### src/rtl/truth_table_scanner_if.sv
// Bus between the truth-table scanner and its host / unit under test.
// master: the scanner (drives stimulus and results).
// slave : the host side (drives start and the unit's responses).
interface truth_table_scanner_if;
  logic        start;
  logic        x;
  logic        y;
  logic        w;
  logic        z;
  logic        s1;
  logic        s2;
  logic        busy;
  logic        done;
  logic [15:0] map1;
  logic [15:0] map2;
  logic        equal;
  logic [4:0]  mismatch_cnt;
  logic [3:0]  first_mis;
  logic [4:0]  zeros1;

  modport master (
    input  start, s1, s2,
    output x, y, w, z, busy, done, map1, map2,
    output equal, mismatch_cnt, first_mis, zeros1
  );

  modport slave (
    output start, s1, s2,
    input  x, y, w, z, busy, done, map1, map2,
    input  equal, mismatch_cnt, first_mis, zeros1
  );
endinterface

### src/rtl/truth_table_scanner.sv
// Truth-table scanner: sweeps all 16 {x,y,w,z} vectors, holds each for
// SETTLE cycles, samples s1/s2 on the last cycle of each hold and builds
// two 16-bit truth maps plus an equivalence summary.
module truth_table_scanner #(
  parameter int unsigned SETTLE = 1
) (
  input  logic                   clk,
  input  logic                   rst,
  truth_table_scanner_if.master  bus
);

  localparam int unsigned SETTLE_EFF = (SETTLE == 0) ? 1 : SETTLE;
  localparam int unsigned CNT_W      = 4;
  localparam int unsigned IDX_W      = 4;
  localparam int unsigned MAP_W      = 16;
  localparam int unsigned SUM_W      = 5;
  localparam int unsigned LAST_IDX   = 15;

  localparam logic [CNT_W-1:0] CNT_RELOAD = CNT_W'(SETTLE_EFF - 1);
  localparam logic [IDX_W-1:0] IDX_LAST   = IDX_W'(LAST_IDX);

  localparam logic [0:0] S_IDLE = 1'b0;
  localparam logic [0:0] S_SCAN = 1'b1;

  logic [0:0]       r_state;
  logic [0:0]       w_state_nxt;
  logic [IDX_W-1:0] r_index;
  logic [IDX_W-1:0] w_index_nxt;
  logic [CNT_W-1:0] r_cnt;
  logic [CNT_W-1:0] w_cnt_nxt;
  logic [MAP_W-1:0] r_map1;
  logic [MAP_W-1:0] w_map1_nxt;
  logic [MAP_W-1:0] r_map2;
  logic [MAP_W-1:0] w_map2_nxt;
  logic             r_busy;
  logic             w_busy_nxt;
  logic             r_done;
  logic             w_done_nxt;

  logic [MAP_W-1:0] w_diff;
  logic [SUM_W-1:0] w_mis_cnt;
  logic [SUM_W-1:0] w_ones1;
  logic [IDX_W-1:0] w_first_mis;

  // State and datapath registers; reset aborts any scan and clears the maps.
  always_ff @(posedge clk) begin
    if (rst) begin
      r_state <= S_IDLE;
      r_index <= '0;
      r_cnt   <= '0;
      r_map1  <= '0;
      r_map2  <= '0;
      r_busy  <= 1'b0;
      r_done  <= 1'b0;
    end else begin
      r_state <= w_state_nxt;
      r_index <= w_index_nxt;
      r_cnt   <= w_cnt_nxt;
      r_map1  <= w_map1_nxt;
      r_map2  <= w_map2_nxt;
      r_busy  <= w_busy_nxt;
      r_done  <= w_done_nxt;
    end
  end

  // Next-state logic: accept start in IDLE, then hold/sample each vector.
  always_comb begin
    w_state_nxt = r_state;
    w_index_nxt = r_index;
    w_cnt_nxt   = r_cnt;
    w_map1_nxt  = r_map1;
    w_map2_nxt  = r_map2;
    w_busy_nxt  = r_busy;
    w_done_nxt  = 1'b0;

    case (r_state)
      S_IDLE: begin
        w_index_nxt = '0;
        if (bus.start) begin
          w_state_nxt = S_SCAN;
          w_cnt_nxt   = CNT_RELOAD;
          w_map1_nxt  = '0;
          w_map2_nxt  = '0;
          w_busy_nxt  = 1'b1;
        end
      end
      S_SCAN: begin
        if (r_cnt != '0) begin
          w_cnt_nxt = r_cnt - CNT_W'(1);
        end else begin
          // Last cycle of the hold: capture responses for this vector.
          w_map1_nxt[r_index] = bus.s1;
          w_map2_nxt[r_index] = bus.s2;
          if (r_index == IDX_LAST) begin
            w_state_nxt = S_IDLE;
            w_index_nxt = '0;
            w_cnt_nxt   = '0;
            w_busy_nxt  = 1'b0;
            w_done_nxt  = 1'b1;
          end else begin
            w_index_nxt = r_index + IDX_W'(1);
            w_cnt_nxt   = CNT_RELOAD;
          end
        end
      end
      default: begin
        w_state_nxt = S_IDLE;
        w_index_nxt = '0;
        w_cnt_nxt   = '0;
        w_busy_nxt  = 1'b0;
      end
    endcase
  end

  // Map summaries: mismatch popcount, lowest mismatching index, ones in map1.
  always_comb begin
    w_diff      = r_map1 ^ r_map2;
    w_mis_cnt   = '0;
    w_ones1     = '0;
    w_first_mis = '0;
    for (int i = MAP_W - 1; i >= 0; i--) begin
      w_mis_cnt = w_mis_cnt + SUM_W'(w_diff[i]);
      w_ones1   = w_ones1 + SUM_W'(r_map1[i]);
      if (w_diff[i]) begin
        w_first_mis = IDX_W'(i);
      end
    end
  end

  assign bus.x            = r_index[3];
  assign bus.y            = r_index[2];
  assign bus.w            = r_index[1];
  assign bus.z            = r_index[0];
  assign bus.busy         = r_busy;
  assign bus.done         = r_done;
  assign bus.map1         = r_map1;
  assign bus.map2         = r_map2;
  assign bus.equal        = (w_mis_cnt == '0);
  assign bus.mismatch_cnt = w_mis_cnt;
  assign bus.first_mis    = w_first_mis;
  assign bus.zeros1       = SUM_W'(MAP_W) - w_ones1;

endmodule

### src/flat_wrapper.sv
// flat-port wrapper written by rule: the top's interface ports become plain ports
module truth_table_scanner_flat 
#(
  parameter int unsigned SETTLE = 1
)
  (clk, rst, bus_start, bus_s1, bus_s2, bus_x, bus_y, bus_w, bus_z, bus_busy, bus_done, bus_map1, bus_map2, bus_equal, bus_mismatch_cnt, bus_first_mis, bus_zeros1);
  truth_table_scanner_if bus_i ();
  input  logic clk;
  input  logic rst;
  input wire logic [$bits(bus_i.start)-1:0] bus_start;
  input wire logic [$bits(bus_i.s1)-1:0] bus_s1;
  input wire logic [$bits(bus_i.s2)-1:0] bus_s2;
  output wire logic [$bits(bus_i.x)-1:0] bus_x;
  output wire logic [$bits(bus_i.y)-1:0] bus_y;
  output wire logic [$bits(bus_i.w)-1:0] bus_w;
  output wire logic [$bits(bus_i.z)-1:0] bus_z;
  output wire logic [$bits(bus_i.busy)-1:0] bus_busy;
  output wire logic [$bits(bus_i.done)-1:0] bus_done;
  output wire logic [$bits(bus_i.map1)-1:0] bus_map1;
  output wire logic [$bits(bus_i.map2)-1:0] bus_map2;
  output wire logic [$bits(bus_i.equal)-1:0] bus_equal;
  output wire logic [$bits(bus_i.mismatch_cnt)-1:0] bus_mismatch_cnt;
  output wire logic [$bits(bus_i.first_mis)-1:0] bus_first_mis;
  output wire logic [$bits(bus_i.zeros1)-1:0] bus_zeros1;
  assign bus_i.start = bus_start;
  assign bus_i.s1 = bus_s1;
  assign bus_i.s2 = bus_s2;
  assign bus_x = bus_i.x;
  assign bus_y = bus_i.y;
  assign bus_w = bus_i.w;
  assign bus_z = bus_i.z;
  assign bus_busy = bus_i.busy;
  assign bus_done = bus_i.done;
  assign bus_map1 = bus_i.map1;
  assign bus_map2 = bus_i.map2;
  assign bus_equal = bus_i.equal;
  assign bus_mismatch_cnt = bus_i.mismatch_cnt;
  assign bus_first_mis = bus_i.first_mis;
  assign bus_zeros1 = bus_i.zeros1;
  truth_table_scanner #(.SETTLE(SETTLE)) u_core (.clk(clk), .rst(rst), .bus(bus_i));
endmodule
### config.mk
export PLATFORM = sky130hd
export DESIGN_NAME = truth_table_scanner_flat
export DESIGN_NICKNAME = d
export VERILOG_FILES = /design/src/rtl/truth_table_scanner_if.sv /design/src/rtl/truth_table_scanner.sv /design/src/flat_wrapper.sv
export SDC_FILE = /design/constraint.sdc
export NUM_CORES = 1
export LEC_CHECK = 0
export CAP_MARGIN = 10
export CORE_ASPECT_RATIO = 0.75
export CORE_MARGIN = 2
export CORE_UTILIZATION = 35
export DETAILED_ROUTE_END_ITERATION = 8
export DONT_BUFFER_PORTS = 1
export PLACE_DENSITY = 0.46
export SLEW_MARGIN = 5
export SYNTH_ARGS = -nofsm -noshare
export SYNTH_HDL_FRONTEND = slang
export SYNTH_SLANG_ARGS = --single-unit
### constraint.sdc
create_clock -name clk -period 13.1 [get_ports clk]
set_input_delay 0.655 -clock clk [delete_from_list [all_inputs] [get_ports clk]]
set_output_delay 0.655 -clock clk [all_outputs]
set_load 0.05 [all_outputs]
* Word level (Yosys, flattened, before mapping)
Index checks and enable logic that the tools add are counted.
** Storage, ports and cells
- Bits in registers :: 43
- Output and inout bits :: 53
- Word-level logic and storage cells :: 94
** Operators by class
- $add $sub $neg :: 33
- Order comparisons :: 2
- Eq/ne operators :: 4
- Mux-type cells :: 40
- Bitwise logic cells :: 2
- Reductions and logical operators :: 6
** Operators by type and width (count)
- adder 5 x 1 -> 5 bit :: 28
- 2-to-1 mux 4 bit :: 20
- case mux 16 bit (2 select lines) :: 2
- 2-to-1 mux 16 bit :: 3
- bitwise mux 16 bit :: 2
- case mux 4 bit (2 select lines) :: 2
- XOR 16 bit :: 1
- 2-to-1 mux 1 bit :: 8
- inequality test 2 bit, second input constant :: 3
- logical NOT 5 bit :: 1
- less-than comparator 4 x 5 -> 1 bit, second input constant :: 1
- subtractor 5 bit, first input constant :: 1
- adder 1 x 1 -> 2 bit :: 2
- adder 4 x 1 -> 4 bit, second input constant :: 1
- demux 1 bit (select 4 bit) :: 1
- equality test 4 bit, second input constant :: 1
- greater-or-equal comparator 4 x 1 -> 1 bit, second input constant :: 1
- case mux 1 bit (2 select lines) :: 2
- nonzero test 4 bit :: 1
- subtractor 4 x 1 -> 4 bit, second input constant :: 1
- AND reduction 3 bit :: 1
- OR reduction 3 bit :: 1
- AND reduction 2 bit :: 1
- logical AND 1 bit :: 1
- NOT 1 bit :: 1

* Longest topological paths before layout
Gate-level depths: netlist (run 1).
- Depth after elaboration :: 17
- Depth in mapped cells :: 14
- Gate-level depth less buffers :: 14

* Worst setup path before layout (run 1)
No wires, ideal clock.
- Path kind :: reg-to-output
- Start point :: register u_core.r_map1[14], in the netlist u_core.bus.map1[14]
- End point :: output port bus_equal
- Arrival :: 6.567 ns
- Path slack :: 5.878 ns
- Cell stages (with the launch flop) :: 13
- Path buffers :: 0
- Cells stage by stage :: dfxtp_1 -> xnor2_1 -> ha_1 -> fa_1 -> fa_1 -> inv_1 -> fa_1 -> inv_1 -> fa_1 -> fa_1 -> fa_1 -> xnor2_1 -> a2111oi_1
** Between the ends
- Word-level cells in the longest chain between the ends :: 17
** RTL lines
- start, declared :: line truth_table_scanner.sv:31 : logic [MAP_W-1:0] r_map1;
- start signal, assigned :: line truth_table_scanner.sv:59 : r_map1 <= w_map1_nxt;
- XOR 16 bit :: line truth_table_scanner.sv:117 : w_diff = r_map1 ^ r_map2;
- adder 1 x 1 -> 2 bit :: line truth_table_scanner.sv:122 : w_mis_cnt = w_mis_cnt + SUM_W'(w_diff[i]);
- adder 5 x 1 -> 5 bit (14 in series) :: line truth_table_scanner.sv:122
- net bus_mismatch_cnt[2] :: line flat_wrapper.sv:22 : output wire logic [$bits(bus_i.mismatch_cnt)-1:0] bus_mismatch_cnt;
- logical NOT 5 bit :: line truth_table_scanner.sv:138 : assign bus.equal = (w_mis_cnt == '0);
- end, declared :: line flat_wrapper.sv:21 : output wire logic [$bits(bus_i.equal)-1:0] bus_equal;
The timed path passes the listed nets, and every way through them passes these cells.

* Final worst setup path (run 1)
- Start point :: register u_core.r_map1[15], in the netlist u_core.bus.map1[15]
- End point :: output port bus_equal
** Between the ends
- Word-level cells in the longest chain between the ends :: 17
** RTL lines (line)
- XOR 16 bit :: truth_table_scanner.sv:117
- adder 1 x 1 -> 2 bit :: truth_table_scanner.sv:122
- adder 5 x 1 -> 5 bit (14 in series) :: truth_table_scanner.sv:122
- logical NOT 5 bit :: truth_table_scanner.sv:138
No other way between the ends.

==> impl_results.md, run 1 <==
* Vias in the first global route at 2345
* Fin Setup TNS at 0 ns
* Syn Nets at approximately 400
* Unrepaired setup endpoints after global routing: false
* HP Class: input pin to register
* Reg2Reg Setup Slack at 10.78 ns
* Worst-path maximum fanout at 4
* PostCTS Resize Cnt at 0
* Max incr delay on CP at 0.73 ns
* Status: finished, final reports clean
* Max Buffers Root-to-Sink at 2
* Multi-input logic area at 0.00200 mm^2
* Post-synth EDFFs at 0
* CTS root buf: clkbuf_16
* Fin. Hold Viols at 0
* Die width at 114 um
* Placed inst area at 0.00323 mm^2
* First-pass GRT wire length at approximately 13000 um
* Die Footprint at 0.00985 mm^2
* Hold path start: rst
* Initial antenna violation count at 0
* Async SR Flop Fraction at 0%
* P&R area growth vs syn at 7.38%
* Post-synthesis sequential area ratio at 27.1%
* Total detailed-routing wirelength at 8110 um
* R2R Path Start: u_core.r_cnt[0]$_SDFFE_PP0P_
* CTS clk-pin slew, worst paths at 0.06 ns
* Port bufs at 0
* Core ar. at 0.00893 mm^2
* First DRT Iteration DRCs at approximately 150
* Grt ovf at 0
* Initial core utilization at a little over a third
* F_max at 158 MHz
* Prevailing post-synth register cell: dfxtp_1
* CTS Buf Count at 5
* Tot GR Track Use at 17.2%
* Post-synthesis cell count at between 300 and 400
* Hpwl dp at 6070 um
* Worst Hold End: u_core.r_cnt[1]$_SDFFE_PP0P_
* Routed via count at 2392
* Register Area at roughly 860 um^2
* PwrDens at 99.8 mW/mm^2
* ANT cells at 0
* Max VDD drop at 0.0000667 V
* Largest net degree at the start of global routing at 41
* Drt pass-1 iters at 4
* Setup Fix Bufs, Post-CTS at 0
* Worst path slowest cell: dfxtp_1
* Leakage at 0.00145 uW
* Hold buffer count at cts at 0
* CTS sink count at 43
* Final ANT Viol Nets at 0
* CP arrival at 5.68 ns
* Via/cell ratio at 5.21
* Final worst path period need at approximately 6.3 ns
* Worst r2r path cells at 6
* H-tree levels at 2
* Io pins at 58
* Slew @ Worst Pin at 1.09 ns
* Syn_area_per_cell at around 9 um^2
* Critical Path RT at 12.44 ns
* DIE HEIGHT at 86.4 um
* Wire per inst at ~18 um
* FF-to-FF End: u_core.bus.map1[6]$_SDFFE_PP0P_
* Flops & latches, synth at 43
* Final instance area at 0.00341 mm^2
* Crit Path Category: register to output port
* WHS Path Cells at 1
* Worst-Skew Late Latency at between 0.2 and 0.3 ns
* GPL Wtd Cong at ~0.85
* Fin nets at 398
* Relative slew slack at 27.6%
* Fin crit share at 48.3%
* Skew final at roughly 0.0032 ns
* Most frequent cells in the layout: 55 x inv_1, 45 x nor2_1, 43 x dfxtp_1
* Final setup fails at 0
* CP endpoint kind: output port
* Max Cap Violations at 0
* Distinct cell type count after synthesis at 43
* Worst path cell trace: xor2_1, ha_1, fa_1, fa_1, inv_1, fa_1, inv_1, fa_1, fa_1, fa_1, xnor2_1, buf_4, a2111oi_2, buf_4
* Fillers at 912
* Layout cell share with drive strength beyond 1 at between 7 and 8%
* Drt drc at 0
* Most used cell, CP: fa_1
* CTS tree: yes
* Syn Std Cell Area at 0.00317 mm^2
* Row cnt at 30
* Slew Viols, Final at 0
* Most common cell after layout, fill and taps aside: inv_1
* Startpoint Class: register
* Yosys Warn Count at 0
-- state kept, by name, summed over array words and instances, names as in the netlist --
register and cells:
u_core.r_cnt 4, u_core.bus.map2 16, u_core.bus.done 1, u_core.r_index 4
u_core.bus.busy 1, u_core.bus.map1 16, u_core.r_state 1
-- Yosys cell counts (all sizes together), types with 3 or more instances --
master	count	area [um^2]
o21ai	6	30.0
and3b	8	70.1
nor2b	6	37.5
nor2	45	169
xor2	12	105
nand2b	3	18.8
and2	4	27.5
clkbuf	6	22.5
fa	20	400
nor3	7	35.0
o22ai	15	93.8
a21oi	10	50.1
inv	55	206
nand2	4	15.0
ha	27	338
and3	3	18.8
nor3b	5	48.8
dfxtp	43	861
a211oi	3	22.5
buf	10	92.6
nand3	4	20.0
xnor2	7	61.3
a22oi	30	275
o211ai	3	22.5
-- metal layers --
metal	GRT usage (%)	share of wire, %	wire, um
met5	0	0	0
met4	4.32	1.0	82
met3	3.36	4.8	393
met2	26.0	44	3550
met1	25.3	50	4090
-- cells by family (layout without fill, tap and decap cells) --
family          Yosys count  count (layout)  share of synthesized area (%)
buf+inv                  72              67                           10.3
mux                       2               2                          0.631
compound gates           72              72                           16.9
xor+xnor                 19              19                           5.25
simple gates             97              97                           16.6
fa+ha+maj                47              47                           23.3
flops                    43              43                           27.1
-- critical path: cells and delay by family (launching register included) --
kind	cells	cell delay (ns)
buffers and inverters	4	0.55
xor gates and xnor gates	2	0.49
AOI/OAI and AO/OA	1	0.33
adders and majority gates	7	3.30
DFF	1	0.73
-- stage by stage --
| step | hold slack [ns] | worst slack, ns | utilization, % | instances | total power (uW) |
|---|---|---|---|---|---|
| 5_1_grt | 0.427 | 6.56 | 38.1 | 459 | 356 |
| 6_report | 0.439 | 6.77 | 38.1 | 459 | 340 |
| 4_1_cts | 0.430 | 6.77 | 38.1 | 459 | 345 |
| 3_3_place_gp | 0.514 | 7.16 | 36.2 | 451 | 199 |
| 3_5_place_dp | 0.525 | 7.08 | 36.2 | 451 | 200 |
| 2_1_floorplan | 0.498 | 5.88 | - | 352 | 195 |
-- power breakdown --
part,switching [uW],internal (uW),total [uW]
sequential,5.16,132,137
combinational,43.6,15.1,58.7
clock,49.3,94.7,144
-- area by class of cell --
| type | instances | area share (%) |
|---|---|---|
| Inverter | 56 | 6.17 |
| Clock buffer | 6 | 4.08 |
| Sequential cell | 43 | 25.3 |
| Timing Repair Buffer | 3 | 0.661 |
| Multi-Input combinational cell | 237 | 58.7 |
| Clock inverter | 2 | 1.03 |
| Tap cell | 112 | 4.11 |
-- worst max path at each step --
stage               slack [ns]                              from        end  cells past startpoint
floorplan                 5.88  u_core.bus.map1[14]$_SDFFE_PP0P_  bus_equal                     12
global placement          7.16  u_core.bus.map1[14]$_SDFFE_PP0P_  bus_equal                     14
detailed placement        7.08  u_core.bus.map1[14]$_SDFFE_PP0P_  bus_equal                     14
CTS                       6.77  u_core.bus.map1[14]$_SDFFE_PP0P_  bus_equal                     14
global route              6.56  u_core.bus.map1[15]$_SDFFE_PP0P_  bus_equal                     14
finish                    6.77  u_core.bus.map1[15]$_SDFFE_PP0P_  bus_equal                     14
(Power assumes the default switching activity.)
==> run 2, diff against run 1 <==
Settings changed: PLACE_DENSITY 0.46 to 0.48.
Clock period 13.1 ns to 5.4 ns, I/O delays scaled along.
==> run 2 against run 1 <==
  * Cell count increased by 6.1%
  * Power up 130%
  * First-iteration DRC count rose by 5.3%
  * Worst setup slack worse by 6.5 ns
  * Highest routed layer unchanged
  * Die area is the same
  * Via count grew 3.9%
  * Combinational power rose to 2.7 times the previous value
  * Register-to-register slack got worse by 7.7 ns
  * Clock-buffer cell count unchanged
  * Clock skew barely moved
  * Hold slack got worse by 0.39 ns
  * Critical path type unchanged
==> impl_results.md, run 2 (synthesis gave the netlist of run 1 again) <==
* Fin crit share at a little over nine tenths
* Max Cap Violations at 0 (unchanged)
* Final ANT Viol Nets at 0 (unchanged)
* CP arrival at 4.90 ns (-0.78 ns)
* Final instance area at 0.00366 mm^2 (+7.4%)
* CTS clk-pin slew, worst paths at 0.06 ns (about the same)
* CP endpoint kind: output port
* Routed via count at 2486 (+3.9%)
* Leakage at 0.00162 uW (+11%)
* FF-to-FF End: u_core.bus.map1[1]$_SDFFE_PP0P_
* Hpwl dp at 6330 um (+4.2%)
* Power, Total at 787 uW (+130%)
* Worst r2r path cells at 6 (unchanged)
* Port bufs at 0 (unchanged)
* First DRT Iteration DRCs at 160 (+5.3%)
* Fillers at 908 (-0.44%)
* Initial core utilization at 35.5% (unchanged)
* Die width at 114 um (unchanged)
* Total detailed-routing wirelength at 8210 um (+1.3%)
* Initial antenna violation count at 0 (unchanged)
* PwrDens at 215 mW/mm^2 (+120%)
* H-tree levels at 2 (unchanged)
* Final worst path period need at 5.17 ns
* Row cnt at 30 (unchanged)
* ANT cells at 0 (unchanged)
* Largest net degree at the start of global routing at 41 (unchanged)
* Drt pass-1 iters at 4 (unchanged)
* Placed inst area at 0.00350 mm^2 (+8.2%)
* Reg2Reg Setup Slack at 3.05 ns (-7.73 ns)
* Most frequent cells in the layout: 55 x inv_1, 45 x nor2_1, 39 x dfxtp_1
* Hold buffer count at cts at 0 (unchanged)
* Max Buffers Root-to-Sink at 2 (unchanged)
* Startpoint Class: register
* Most common cell after layout, fill and taps aside: inv_1
* CTS sink count at 43 (unchanged)
* Layout cell share with drive strength beyond 1 at 16.3% (+8.8 points)
* CTS root buf: clkbuf_16
* Met2 wire len at 3540 um (-0.20%)
* Tot GR Track Use at 17.7% (+0.53 points)
* Top Layer Used: met4
* Wire per inst at 16.9 um (-4.6%)
* Unrepaired setup endpoints after global routing: false
* CTS tree: yes
* Fin Setup TNS at 0 ns (unchanged)
* Max VDD drop at 0.000187 V (+180%)
* Skew final at 0.00322 ns (+0.0000725 ns)
* DIE HEIGHT at 86.4 um (unchanged)
* F_max at between 150 and 200 MHz
* WHS Path Cells at 1 (unchanged)
* Status: finished, final reports clean
* Slew @ Worst Pin at 1.07 ns (-0.0222 ns)
* Crit Path Category: register to output port
* Critical Path RT at 5.13 ns (-7.31 ns)
* Worst Hold End: u_core.r_cnt[2]$_SDFFE_PP0P_
* Io pins at 58 (unchanged)
* Die Footprint at 0.00985 mm^2 (unchanged)
* Drt drc at 0 (unchanged)
* R2R Path Start: u_core.r_cnt[0]$_SDFFE_PP0P_
* Fin. Hold Viols at 0 (unchanged)
* First-pass GRT wire length at 13500 um (+3.7%)
* Fin nets at 427 (+7.3%)
* DR WL met3 at 619 um (+58%)
* Worst-Skew Late Latency at 0.28 ns (about the same)
* CTS Buf Count at 5 (unchanged)
* Grt ovf at 0 (unchanged)
* HP Class: input pin to register
* P&R area growth vs syn at 15.3%
* Relative slew slack at 28.7% (+1.2 points)
* Vias in the first global route at 2495 (+6.4%)
* GPL Wtd Cong at 0.842 (-0.38%)
* Hold path start: rst
* Worst-path maximum fanout at 5 (+1)
* Via/cell ratio at 5.10 (-2.0%)
* Slew Viols, Final at 0 (unchanged)
* Final setup fails at 0 (unchanged)
* Metal1 wirelength at 3990 um (-2.5%)
* Core ar. at 0.00893 mm^2 (unchanged)
## run 2: what timing repair did
action                                  4_1_cts  5_1_grt
endpoints found under the setup margin        0        1
buffers inserted                              0        0
resized for setup                             0        3
## run 2: metrics by stage
stage / utilization (%) / setup WS (ns) / hold WS [ns] / std cells
global placement: 39.1 / 0.420 / 0.344 / 480
CTS: 40.7 / 0.0643 / 0.0429 / 487
global route: 40.9 / 0.0592 / 0.0406 / 487
finish: 40.9 / 0.227 / 0.0496 / 487
floorplan: - / 0.0196 / 0.417 / 352
detailed placement: 39.1 / 0.369 / 0.342 / 480
## run 2: cell type report
cell class	count	area, um^2	share of cell area, %
Multi-Input combinational cell	237	2040	55.9
Sequential cell	43	866	23.7
Timing Repair Buffer	32	253	6.91
Inverter	56	210	5.75
Tap cell	112	140	3.83
Clock buffer	6	139	3.80
Clock inverter	1	5.00	0.137
## run 2: per-layer routing
metal  vias to the layer above  global-route usage (%)
met1                      1194                    26.0
met3                         6                    3.78
met2                        58                    26.7
met5                         -                       0
li1                       1228                       -
met4                         0                    4.21
## run 2: worst max-delay path by stage
stage,startpoint,end,slack (ns),depth (start not counted)
final,u_core.bus.map2[6]$_SDFFE_PP0P_,bus_equal,0.23,13
after global routing,u_core.bus.map2[15]$_SDFFE_PP0P_,bus_equal,0.06,13
after CTS,u_core.bus.map2[15]$_SDFFE_PP0P_,bus_equal,0.06,13
after detailed placement,u_core.bus.map1[14]$_SDFFE_PP0P_,bus_equal,0.37,13
after global placement,u_core.bus.map1[14]$_SDFFE_PP0P_,bus_equal,0.42,13
after floorplan,u_core.bus.map1[15]$_SDFFE_PP0P_,bus_equal,0.02,12
## run 2: where the power goes
| part | internal (uW) | switching, uW |
|---|---|---|
| Clock | 181 | 121 |
| Sequential | 320 | 7.87 |
| Combinational | 44.9 | 113 |
| Total | 546 | 242 |
## run 2: worst max-delay path, cell delays in order (launching register included)
cell       delay (ns)
dfxtp_1          0.35
xor2_1           0.36
inv_1            0.20
fa_1             0.50
fa_1             0.49
inv_1            0.05
fa_1             0.53
inv_1            0.06
fa_1             0.50
fa_1             0.47
fa_2             0.41
xnor2_4          0.17
a2111oi_4        0.34
buf_12           0.18
==> run 3, diff against run 2 <==
Settings changed: CORE_UTILIZATION 35 to 50, PLACE_DENSITY 0.48 to 0.65.
==> run 3 against run 2 <==
  * Combinational power about the same
  * Critical endpoint unchanged
  * Cell area down 3.2%
  * Power down 13%
  * Critical path depth unchanged
  * Clock power down 34%
  * Global-route usage up 5.1 points
  * Worst setup slack worse by 0.011 ns
  * Non-clock buffer count down 2
  * Sequential share of layout area up 0.78 points
  * Hold slack worse by 0.014 ns
  * Clock-buffer cell count up 1
  * Flip-flop and latch count unchanged
==> impl_results.md, run 3 (synthesis gave the netlist of run 1 again) <==
* Status: finished, final reports clean
* Worst-path maximum fanout at 3 (-2)
* Core ar. at 0.00622 mm^2 (-30%)
* CTS tree: yes
* Worst-Skew Late Latency at 0.30 ns (+0.02 ns)
* Final worst path period need at 5.18 ns (+0.0114 ns)
* Hpwl dp at 5860 um (-7.3%)
* Via/cell ratio at 5.64 (+11%)
* Multi-input logic area at 0.00204 mm^2 (unchanged)
* Top Layer Used: met4
* Worst path cell trace: xor2_2, ha_1, fa_1, fa_1, inv_1, fa_1, inv_1, fa_1, fa_1, fa_2, xnor2_4, a2111oi_4, buf_12
* Total detailed-routing wirelength at 7600 um (-7.4%)
* CTS Buf Count at 5 (unchanged)
* First DRT Iteration DRCs at 175 (+9.4%)
* PwrDens at 193 mW/mm^2 (-10%)
* Largest net degree at the start of global routing at 41 (unchanged)
* Most frequent cells in the layout: 55 x inv_1, 45 x nor2_1, 39 x dfxtp_1
* Max VDD drop at 0.000181 V (-3.2%)
* Startpoint Class: register
* Port bufs at 0 (unchanged)
* Hold WS at 0.0360 ns (-0.0135 ns)
* H-tree levels at 2 (unchanged)
* Wire per inst at 16.7 um (-0.93%)
* Vias in the first global route at 2403 (-3.7%)
* CTS sink count at 43 (unchanged)
* Max Buffers Root-to-Sink at 2 (unchanged)
* Post-layout util at 56.9% (+16 points)
* Routed via count at 2567 (+3.3%)
* Leakage at 0.00157 uW (-2.6%)
* CP endpoint kind: output port
* P&R area growth vs syn at 11.6%
* Max incr delay on CP at 0.54 ns (about the same)
* GPL Wtd Cong at 0.956 (+14%)
* Slew Viols, Final at 0 (unchanged)
* Fillers at 611 (-33%)
* Row cnt at 25 (-17%)
* CP arrival at 4.91 ns (about the same)
* Fin crit share at 96.0% (+0.21 points)
* Layout cell share with drive strength beyond 1 at 15.5% (-0.76 points)
* CTS clk-pin slew, worst paths at 0.08 ns (+0.02 ns)
* DR WL met3 at 449 um (-27%)
* Unrepaired setup endpoints after global routing: false
* Register Area at 866 um^2 (unchanged)
* First-pass GRT wire length at 12200 um (-9.5%)
* Initial core utilization at 51.0% (+15 points)
* ANT cells at 0 (unchanged)
* Fin. Hold Viols at 0 (unchanged)
* Met2 wire len at 3490 um (-1.5%)
* Drt pass-1 iters at 4 (unchanged)
* Initial antenna violation count at 0 (unchanged)
* Worst path slowest cell: fa_1
* Drt drc at 0 (unchanged)
* DIE HEIGHT at 73.0 um (-16%)
* Slew @ Worst Pin at 1.06 ns (-0.00376 ns)
* Relative slew slack at 29.0% (+0.25 points)
* Fin Setup TNS at 0 ns (unchanged)
* Io pins at 58 (unchanged)
* Final instance area at 0.00354 mm^2 (-3.2%)
* Post-Layout Cell Count at 455 (-6.6%)
* Most common cell after layout, fill and taps aside: inv_1
* Die Footprint at 0.00700 mm^2 (-29%)
* Fin nets at 425 (-0.47%)
* Skew final at 0.00840 ns (+0.00517 ns)
* Max Cap Violations at 0 (unchanged)
* Final setup fails at 0 (unchanged)
* CTS root buf: clkbuf_8
* Final ANT Viol Nets at 0 (unchanged)
* Placed instance count at 447 (-6.9%)
* Placed inst area at 0.00344 mm^2 (-1.5%)
* Critical Path RT at 5.13 ns (about the same)
* Metal1 wirelength at 3620 um (-9.2%)
* HP Class: input pin to register
* Tot GR Track Use at 22.8% (+5.1 points)
* F_max at 193 MHz (-0.22%)
* Die width at 96.0 um (-16%)
* Grt ovf at 0 (unchanged)
* Crit Path Category: register to output port
* Most used cell, CP: fa_1
[run 3: timing repair]
item	CTS	global route
setup endpoints to repair	0	1
buffers inserted	0	0
hold endpoints to repair	0	0
gates resized for setup	0	3
hold buffers	0	0
[run 3: report_power, final]
group	switching [uW]	internal [uW]	leakage (uW)
Clock	109	91.0	0.0000422
Combinational	112	44.9	0.00118
Sequential	7.95	320	0.000349
[run 3: worst max-delay path: cells and delay by family, from the launching register on]
| kind | cells | cell delay [ns] |
|---|---|---|
| fa+ha+maj | 7 | 3.31 |
| buf+inv | 3 | 0.29 |
| xor+xnor | 2 | 0.35 |
| compound gates | 1 | 0.33 |
| flops | 1 | 0.34 |
[run 3: worst paths after layout]
check / start / end / slack (ns) / cells after the start
setup / recovery: u_core.bus.map1[15]$_SDFFE_PP0P_ / bus_equal / 0.22 / 13
hold / removal: rst / u_core.bus.map1[7]$_SDFFE_PP0P_ / 0.04 / 1
setup reg to reg: u_core.r_cnt[0]$_SDFFE_PP0P_ / u_core.bus.map1[3]$_SDFFE_PP0P_ / 3.14 / 6
hold reg to reg: u_core.r_cnt[3]$_SDFFE_PP0P_ / u_core.r_cnt[3]$_SDFFE_PP0P_ / 0.54 / 2
[run 3: final cells by class]
cell class,instances,share of cell area [%]
flip-flops and latches,43,24.5
clock inverters,1,0.141
repair buffers,30,6.71
inverters,56,5.94
well taps,81,2.86
multi-input cells,237,57.7
clock buffers,7,2.16
[run 3: metal layers]
metal,vias to the layer above,global-route usage [%]
met2,59,36.1
li1,1228,-
met3,7,4.34
met1,1273,32.9
met5,-,0
met4,0,4.13
[run 3: per-stage QoR]
stage / setup slack, ns / power (uW)
floorplan: 0.0196 / 474
global placement: 0.460 / 491
detailed placement: 0.369 / 493
CTS: 0.0424 / 688
global route: 0.0757 / 712
finish: 0.216 / 684
